$ cat config.mk
export PLATFORM = sky130hd
export DESIGN_NAME = multi_debouncer
export DESIGN_NICKNAME = d
export VERILOG_FILES = /design/src/rtl/multi_debouncer.sv
export SDC_FILE = /design/constraint.sdc
export NUM_CORES = 1
export LEC_CHECK = 0
export ABC_AREA = 1
export BUFFER_PORTS_ARGS = -buffer_cell sky130_fd_sc_hd__buf_2
export CORE_MARGIN = 4
export CORE_UTILIZATION = 25
export CTS_CLUSTER_DIAMETER = 80
export CTS_CLUSTER_SIZE = 24
export DETAILED_ROUTE_END_ITERATION = 10
export GPL_TIMING_DRIVEN = 0
export PLACE_DENSITY = 0.49
export SLEW_MARGIN = 0
export SYNTH_ARGS = -nofsm -noshare
export SYNTH_HDL_FRONTEND = slang
export SYNTH_SLANG_ARGS = --single-unit
$ cat constraint.sdc
create_clock -name clk -period 9.9 [get_ports clk]
set_clock_uncertainty 0.05 [all_clocks]
set_input_delay 0.99 -clock clk [delete_from_list [all_inputs] [get_ports clk]]
set_output_delay 0.99 -clock clk [all_outputs]
set_load 0.005 [all_outputs]
$ cat src/rtl/multi_debouncer.sv
// multi_debouncer: N independent debounce channels for board keys and switches.
// Each channel synchronises its raw pin, optionally inverts it, qualifies level
// changes over STABLE_CYCLES samples and produces a clean level plus
// single-cycle press, release and long-press pulses.
module multi_debouncer #(
    parameter int              N_CH          = 4,
    parameter int              STABLE_CYCLES = 50000,
    parameter int              LONG_CYCLES   = 50000000,
    parameter int              CNT_W         = 26,
    parameter logic [N_CH-1:0] INV_MASK      = {N_CH{1'b0}}
) (
    input  logic            clk,
    input  logic            rst,
    input  logic [N_CH-1:0] din,
    output logic [N_CH-1:0] db_level,
    output logic [N_CH-1:0] rise_pulse,
    output logic [N_CH-1:0] fall_pulse,
    output logic [N_CH-1:0] long_press
);

    typedef enum logic [1:0] {
        S_LOW    = 2'd0,
        S_CHK_HI = 2'd1,
        S_HIGH   = 2'd2,
        S_CHK_LO = 2'd3
    } state_t;

    // Counter constants, sized to the counter so every compare is width-matched.
    localparam logic [CNT_W-1:0] CNT_ZERO    = '0;
    localparam logic [CNT_W-1:0] CNT_ONE     = CNT_W'(1);
    localparam logic [CNT_W-1:0] STABLE_LAST = CNT_W'(STABLE_CYCLES - 1);
    localparam logic [CNT_W-1:0] LONG_LAST   = CNT_W'(LONG_CYCLES - 1);
    // Value the counter parks at once long_press has been spent for this press.
    localparam logic [CNT_W-1:0] LONG_SAT    = CNT_W'(LONG_CYCLES);

    genvar gi;
    generate
        for (gi = 0; gi < N_CH; gi = gi + 1) begin : g_ch
            logic             sync1_q, sync1_d;
            logic             sync2_q, sync2_d;
            state_t           state_q, state_d;
            logic [CNT_W-1:0] cnt_q,   cnt_d;
            logic             level_q, level_d;
            logic             rise_q,  rise_d;
            logic             fall_q,  fall_d;
            logic             long_q,  long_d;

            // Polarity is fixed before the synchroniser so the FSM only ever sees "pressed = 1".
            assign sync1_d = din[gi] ^ INV_MASK[gi];
            assign sync2_d = sync1_q;

            // Next-state logic: qualify level changes, count the hold time, and raise one-cycle pulses.
            always_comb begin
                state_d = state_q;
                cnt_d   = cnt_q;
                level_d = level_q;
                rise_d  = 1'b0;
                fall_d  = 1'b0;
                long_d  = 1'b0;
                case (state_q)
                    S_LOW: begin
                        if (sync2_q) begin
                            state_d = S_CHK_HI;
                            cnt_d   = CNT_ONE;
                        end else begin
                            cnt_d   = CNT_ZERO;
                        end
                    end
                    S_CHK_HI: begin
                        if (!sync2_q) begin
                            // Bounce: drop the partial qualification without any pulse.
                            state_d = S_LOW;
                            cnt_d   = CNT_ZERO;
                        end else if (cnt_q == STABLE_LAST) begin
                            state_d = S_HIGH;
                            level_d = 1'b1;
                            rise_d  = 1'b1;
                            cnt_d   = CNT_ZERO;
                        end else begin
                            cnt_d   = cnt_q + CNT_ONE;
                        end
                    end
                    S_HIGH: begin
                        if (!sync2_q) begin
                            state_d = S_CHK_LO;
                            cnt_d   = CNT_ONE;
                        end else if (cnt_q == LONG_LAST) begin
                            long_d  = 1'b1;
                            cnt_d   = LONG_SAT;
                        end else if (cnt_q < LONG_SAT) begin
                            cnt_d   = cnt_q + CNT_ONE;
                        end
                    end
                    S_CHK_LO: begin
                        if (sync2_q) begin
                            // Glitch during a hold: resume HIGH with the long-press already spent.
                            state_d = S_HIGH;
                            cnt_d   = LONG_SAT;
                        end else if (cnt_q == STABLE_LAST) begin
                            state_d = S_LOW;
                            level_d = 1'b0;
                            fall_d  = 1'b1;
                            cnt_d   = CNT_ZERO;
                        end else begin
                            cnt_d   = cnt_q + CNT_ONE;
                        end
                    end
                    default: begin
                        state_d = S_LOW;
                        cnt_d   = CNT_ZERO;
                    end
                endcase
            end

            // Channel registers; reset discards any qualification or hold in progress.
            always_ff @(posedge clk or posedge rst) begin
                if (rst) begin
                    sync1_q <= 1'b0;
                    sync2_q <= 1'b0;
                    state_q <= S_LOW;
                    cnt_q   <= CNT_ZERO;
                    level_q <= 1'b0;
                    rise_q  <= 1'b0;
                    fall_q  <= 1'b0;
                    long_q  <= 1'b0;
                end else begin
                    sync1_q <= sync1_d;
                    sync2_q <= sync2_d;
                    state_q <= state_d;
                    cnt_q   <= cnt_d;
                    level_q <= level_d;
                    rise_q  <= rise_d;
                    fall_q  <= fall_d;
                    long_q  <= long_d;
                end
            end

            assign db_level[gi]   = level_q;
            assign rise_pulse[gi] = rise_q;
            assign fall_pulse[gi] = fall_q;
            assign long_press[gi] = long_q;
        end
    endgenerate

endmodule

==> tab_implementation.tex <==
\begin{tabular}{lr}
\hline
Metric & Value \\
\hline
\multicolumn{2}{l}{\textbf{Worst setup path}} \\
Startpoint types & flop \\
Data arrival, critical path & between 2000 and 3000 ps \\
Max Fanout on Critical Path & 10 \\
Worst path required time & approximately 10000 ps \\
Critical path class & flop to flop \\
Endpoint type of the worst setup path & flop \\
\multicolumn{2}{l}{\textbf{Placed design}} \\
Post-detailed-placement half-perimeter wirelength & about 26 mm \\
Number of buffers inserted by port buffering & 21 \\
Cell area after placement & around 12000 µm² \\
Routability cong. & around 0.91 \\
\multicolumn{2}{l}{\textbf{Detailed routing}} \\
Drt initial violations & between 900 and 1k \\
Detailed Route WL & about 34 mm \\
Routed vias & approximately 11k \\
Iteration count of the initial detailed-routing pass & 5 \\
Vias per Instance & 4.65 \\
ANT nets after route & 0 \\
DRC violation count after routing & 0 \\
WL per Instance & about 14 µm \\
\multicolumn{2}{l}{\textbf{Synth}} \\
Number of warnings issued by yosys & 0 \\
Library cell with the largest summed area after synthesis & sky130\_fd\_sc\_hd\_\_dfrtp\_1 \\
Area share of the largest cell type after synthesis & a little under a third \\
Combinational family with the most area after synthesis & simple AND/OR/NAND/NOR gates \\
Ranking of synthesized cells by area & sky130\_fd\_sc\_hd\_\_dfrtp\_1, sky130\_fd\_sc\_hd\_\_nand2\_1, sky130\_fd\_sc\_hd\_\_nand3\_1 \\
Simple-gate share of the synthesized area & 51.3\% \\
Synthesized-area fraction occupied by xor and xnor cells & roughly 3.9\% \\
Mux contribution to synthesized area & 0\% \\
Fraction of registers with async set or reset after synthesis & 100\% \\
Count of flip-flops with a built-in enable after synthesis & 0 \\
Post-Synthesis Cell Area & between 10000 and 15000 µm² \\
Average size of a mapped cell & between 6 and 7 µm² \\
Distinct cell type count after synthesis & 42 \\
Gate Count Post-Synth & around 1.8k \\
Area share of fa/ha/maj cells after synthesis & less than 1\% \\
Post-synthesis net count & $\sim$1.8k \\
Number of storage elements in the synthesis netlist & 136 \\
Complex-gate fraction of the synthesized area & between 3 and 4\% \\
Sequential element share of the synthesized area & about 31\% \\
Most instantiated flip-flop cell in the synthesis netlist & sky130\_fd\_sc\_hd\_\_dfrtp\_1 \\
\multicolumn{2}{l}{\textbf{Floorplan}} \\
Number of cell rows & 76 \\
Die outline height & around 220 µm \\
Total core area & $\sim$43000 µm² \\
Top-Level Pins & 22 \\
Initial standard-cell utilization of the core & between 20\% and 30\% \\
Die Area & 47100 µm² \\
Die width & between 200 and 250 µm \\
\multicolumn{2}{l}{\textbf{STA}} \\
Setup total negative slack & 0 ps \\
Post-layout min period & 2400 ps \\
Unrepaired setup endpoints after global routing & false \\
Final number of hold-violating endpoints & 0 \\
Final period utilization & roughly a quarter \\
Setup-violating endpoint count in the final report & 0 \\
Tightest slew margin relative to the limit & between 40\% and 50\% \\
Worst slew pin tran & around 750 ps \\
Max Slew Vio Count & 0 \\
Fmax achieved & around 420 MHz \\
\multicolumn{2}{l}{\textbf{Clock network}} \\
Post-cts gate resize count & 0 \\
Later-pin clock latency in the skew report & roughly 460 ps \\
Cts hold-fix bufs & 0 \\
Post-CTS repair timing setup buffer count & 0 \\
Cts bufs inserted & 17 \\
Clock slew at reported path FFs & 60 ps \\
CTS root buf & sky130\_fd\_sc\_hd\_\_clkbuf\_16 \\
H-Tree Depth & 4 \\
Number of sinks handled by clock tree synthesis & 136 \\
CTS tree & built \\
Deepest clock path buffer count & 2 \\
\multicolumn{2}{l}{\textbf{Global route}} \\
Largest net degree at the start of global routing & between 80 and 90 \\
Initial antenna violation count & 0 \\
First-pass GRT wire length & 56.4 mm \\
Overflow left after global routing & 0 \\
Number of global-route vias before repair & 10.7k \\
Global Route Usage Sum & 14.7\% \\
\multicolumn{2}{l}{\textbf{Final layout}} \\
Most common cell after layout, fill and taps aside & sky130\_fd\_sc\_hd\_\_nand2\_1 \\
Area growth from synthesis to final layout & 13.7\% \\
Net count of the finished layout & approximately 1.9k \\
Number of inserted diodes & 0 \\
Filler Cell Count & between 4k and 5k \\
Commonest cells after routing, fill and taps aside & sky130\_fd\_sc\_hd\_\_nand2\_1, sky130\_fd\_sc\_hd\_\_nor2\_1, sky130\_fd\_sc\_hd\_\_nand3\_1 \\
Design Area, Final & 12400 µm² \\
Share of post-route cells with drive strength above 1 & under 10\% \\
\multicolumn{2}{l}{\textbf{Outcome}} \\
Status & finished clean \\
\multicolumn{2}{l}{\textbf{Job}} \\
Max-cap viol count & 0 \\
\multicolumn{2}{l}{\textbf{Power}} \\
Maximum vdd ir drop & 91.0 µV \\
Cell area power density & $\sim$170 nW/µm² \\
Leakage power summed over all cells & between 6 and 7 nW \\
\multicolumn{2}{l}{\textbf{Min path}} \\
Hold crit path type & flop to flop \\
\hline
\end{tabular}
-- final cells by class --
class / instances / area [µm²] / area share, %
inverters: 191 / 722 / 5.81
multi-input cells: 1410 / 6410 / 51.6
repair buffers: 22 / 133 / 1.07
well taps: 585 / 732 / 5.89
plain buffers: 69 / 390 / 3.14
flip-flops and latches: 136 / 3400 / 27.4
clock buffers: 18 / 429 / 3.46
clock inverters: 14 / 198 / 1.59
-- through the flow --
step           cells  worst slack (ps)  power [mW]  hold slack, ps  utilization, %
3_3_place_gp    2412              2970        1.45             283            27.2
3_5_place_dp    2413              7560        1.45             289            27.3
4_1_cts         2445              7550        2.16             302            28.8
5_1_grt         2445              7270        2.31             310            28.8
6_report        2445              7500        2.14             299            28.8
2_1_floorplan   1806              5220        1.25             281               -
-- worst paths after layout --
path	start	end	slack, ps	cells after the start
hold / removal	g_ch[2].sync1_q$_DFF_PP0_	g_ch[2].sync2_q$_DFF_PP0_	300	0
min in group asynchronous	rst	g_ch[0].sync1_q$_DFF_PP0_	540	2
setup / recovery	g_ch[1].cnt_q[1]$_DFFE_PP0P_	g_ch[1].cnt_q[7]$_DFFE_PP0P_	7500	12
max in group asynchronous	rst	g_ch[1].rise_q$_DFF_PP0_	8430	3
setup reg to reg	g_ch[1].cnt_q[1]$_DFFE_PP0P_	g_ch[1].cnt_q[7]$_DFFE_PP0P_	7500	12
hold reg to reg	g_ch[2].sync1_q$_DFF_PP0_	g_ch[2].sync2_q$_DFF_PP0_	300	0
-- routing by layer --
metal | global-route usage (%) | part of all wire (%) | routed length, µm
met1 | 20.3 | 49 | 16600
met5 | 0 | 0 | 0
met3 | 2.43 | 4.1 | 1390
met4 | 4.64 | 1.8 | 602
met2 | 23.6 | 45 | 15300
-- synthesized netlist by cell type (all sizes together), types with 2 or more instances --
cell / number
nand4: 86
dfrtp: 136
xnor2: 7
nor3: 44
inv: 188
a21o: 3
xor2: 42
and2: 2
o311ai: 2
clkinv: 3
buf: 54
nor4: 3
nand3b: 7
nand2: 664
nor2: 274
clkbuf: 15
ha: 4
o21ai: 40
nand3: 216
a21oi: 7
-- state kept, by name (all words and copies together) (netlist names), named ones only --
| signal | cells |
|---|---|
| g_ch.state_q | 4 |
| g_ch.rise_q | 4 |
| g_ch.sync1_q | 4 |
| g_ch.sync2_q | 4 |
| g_ch.fall_q | 4 |
| g_ch.level_q | 4 |
| g_ch.long_q | 4 |
| g_ch.cnt_q | 104 |
-- kinds of logic after synthesis --
group / count (synthesis)
AOI/OAI and AO/OA: 59
buffers and inverters: 260
adders and majority gates: 4
DFF: 136
xor gates and xnor gates: 49
and+or+nand+nor: 1298
-- where the power goes --
group | switching [mW] | leakage [nW] | internal, mW
logic | 0.465 | 4.04 | 0.201
registers | 0.127 | 1.84 | 0.646
clock network | 0.277 | 0.301 | 0.423
total | 0.869 | 6.18 | 1.27
-- critical path, cell delays in order (launching register included) --
cell and delay [ps]:
sky130_fd_sc_hd__dfrtp_1 380, sky130_fd_sc_hd__ha_1 150, sky130_fd_sc_hd__buf_2 180, sky130_fd_sc_hd__nand3_1 230, sky130_fd_sc_hd__nor3_1 310, sky130_fd_sc_hd__nand2_1 190, sky130_fd_sc_hd__nand2_1 100, sky130_fd_sc_hd__nand2_1 100
sky130_fd_sc_hd__clkbuf_1 290, sky130_fd_sc_hd__nand2_1 120, sky130_fd_sc_hd__nand2_1 50, sky130_fd_sc_hd__nand2_1 50, sky130_fd_sc_hd__o21ai_1 60
Power figures use the tool's default switching activity.
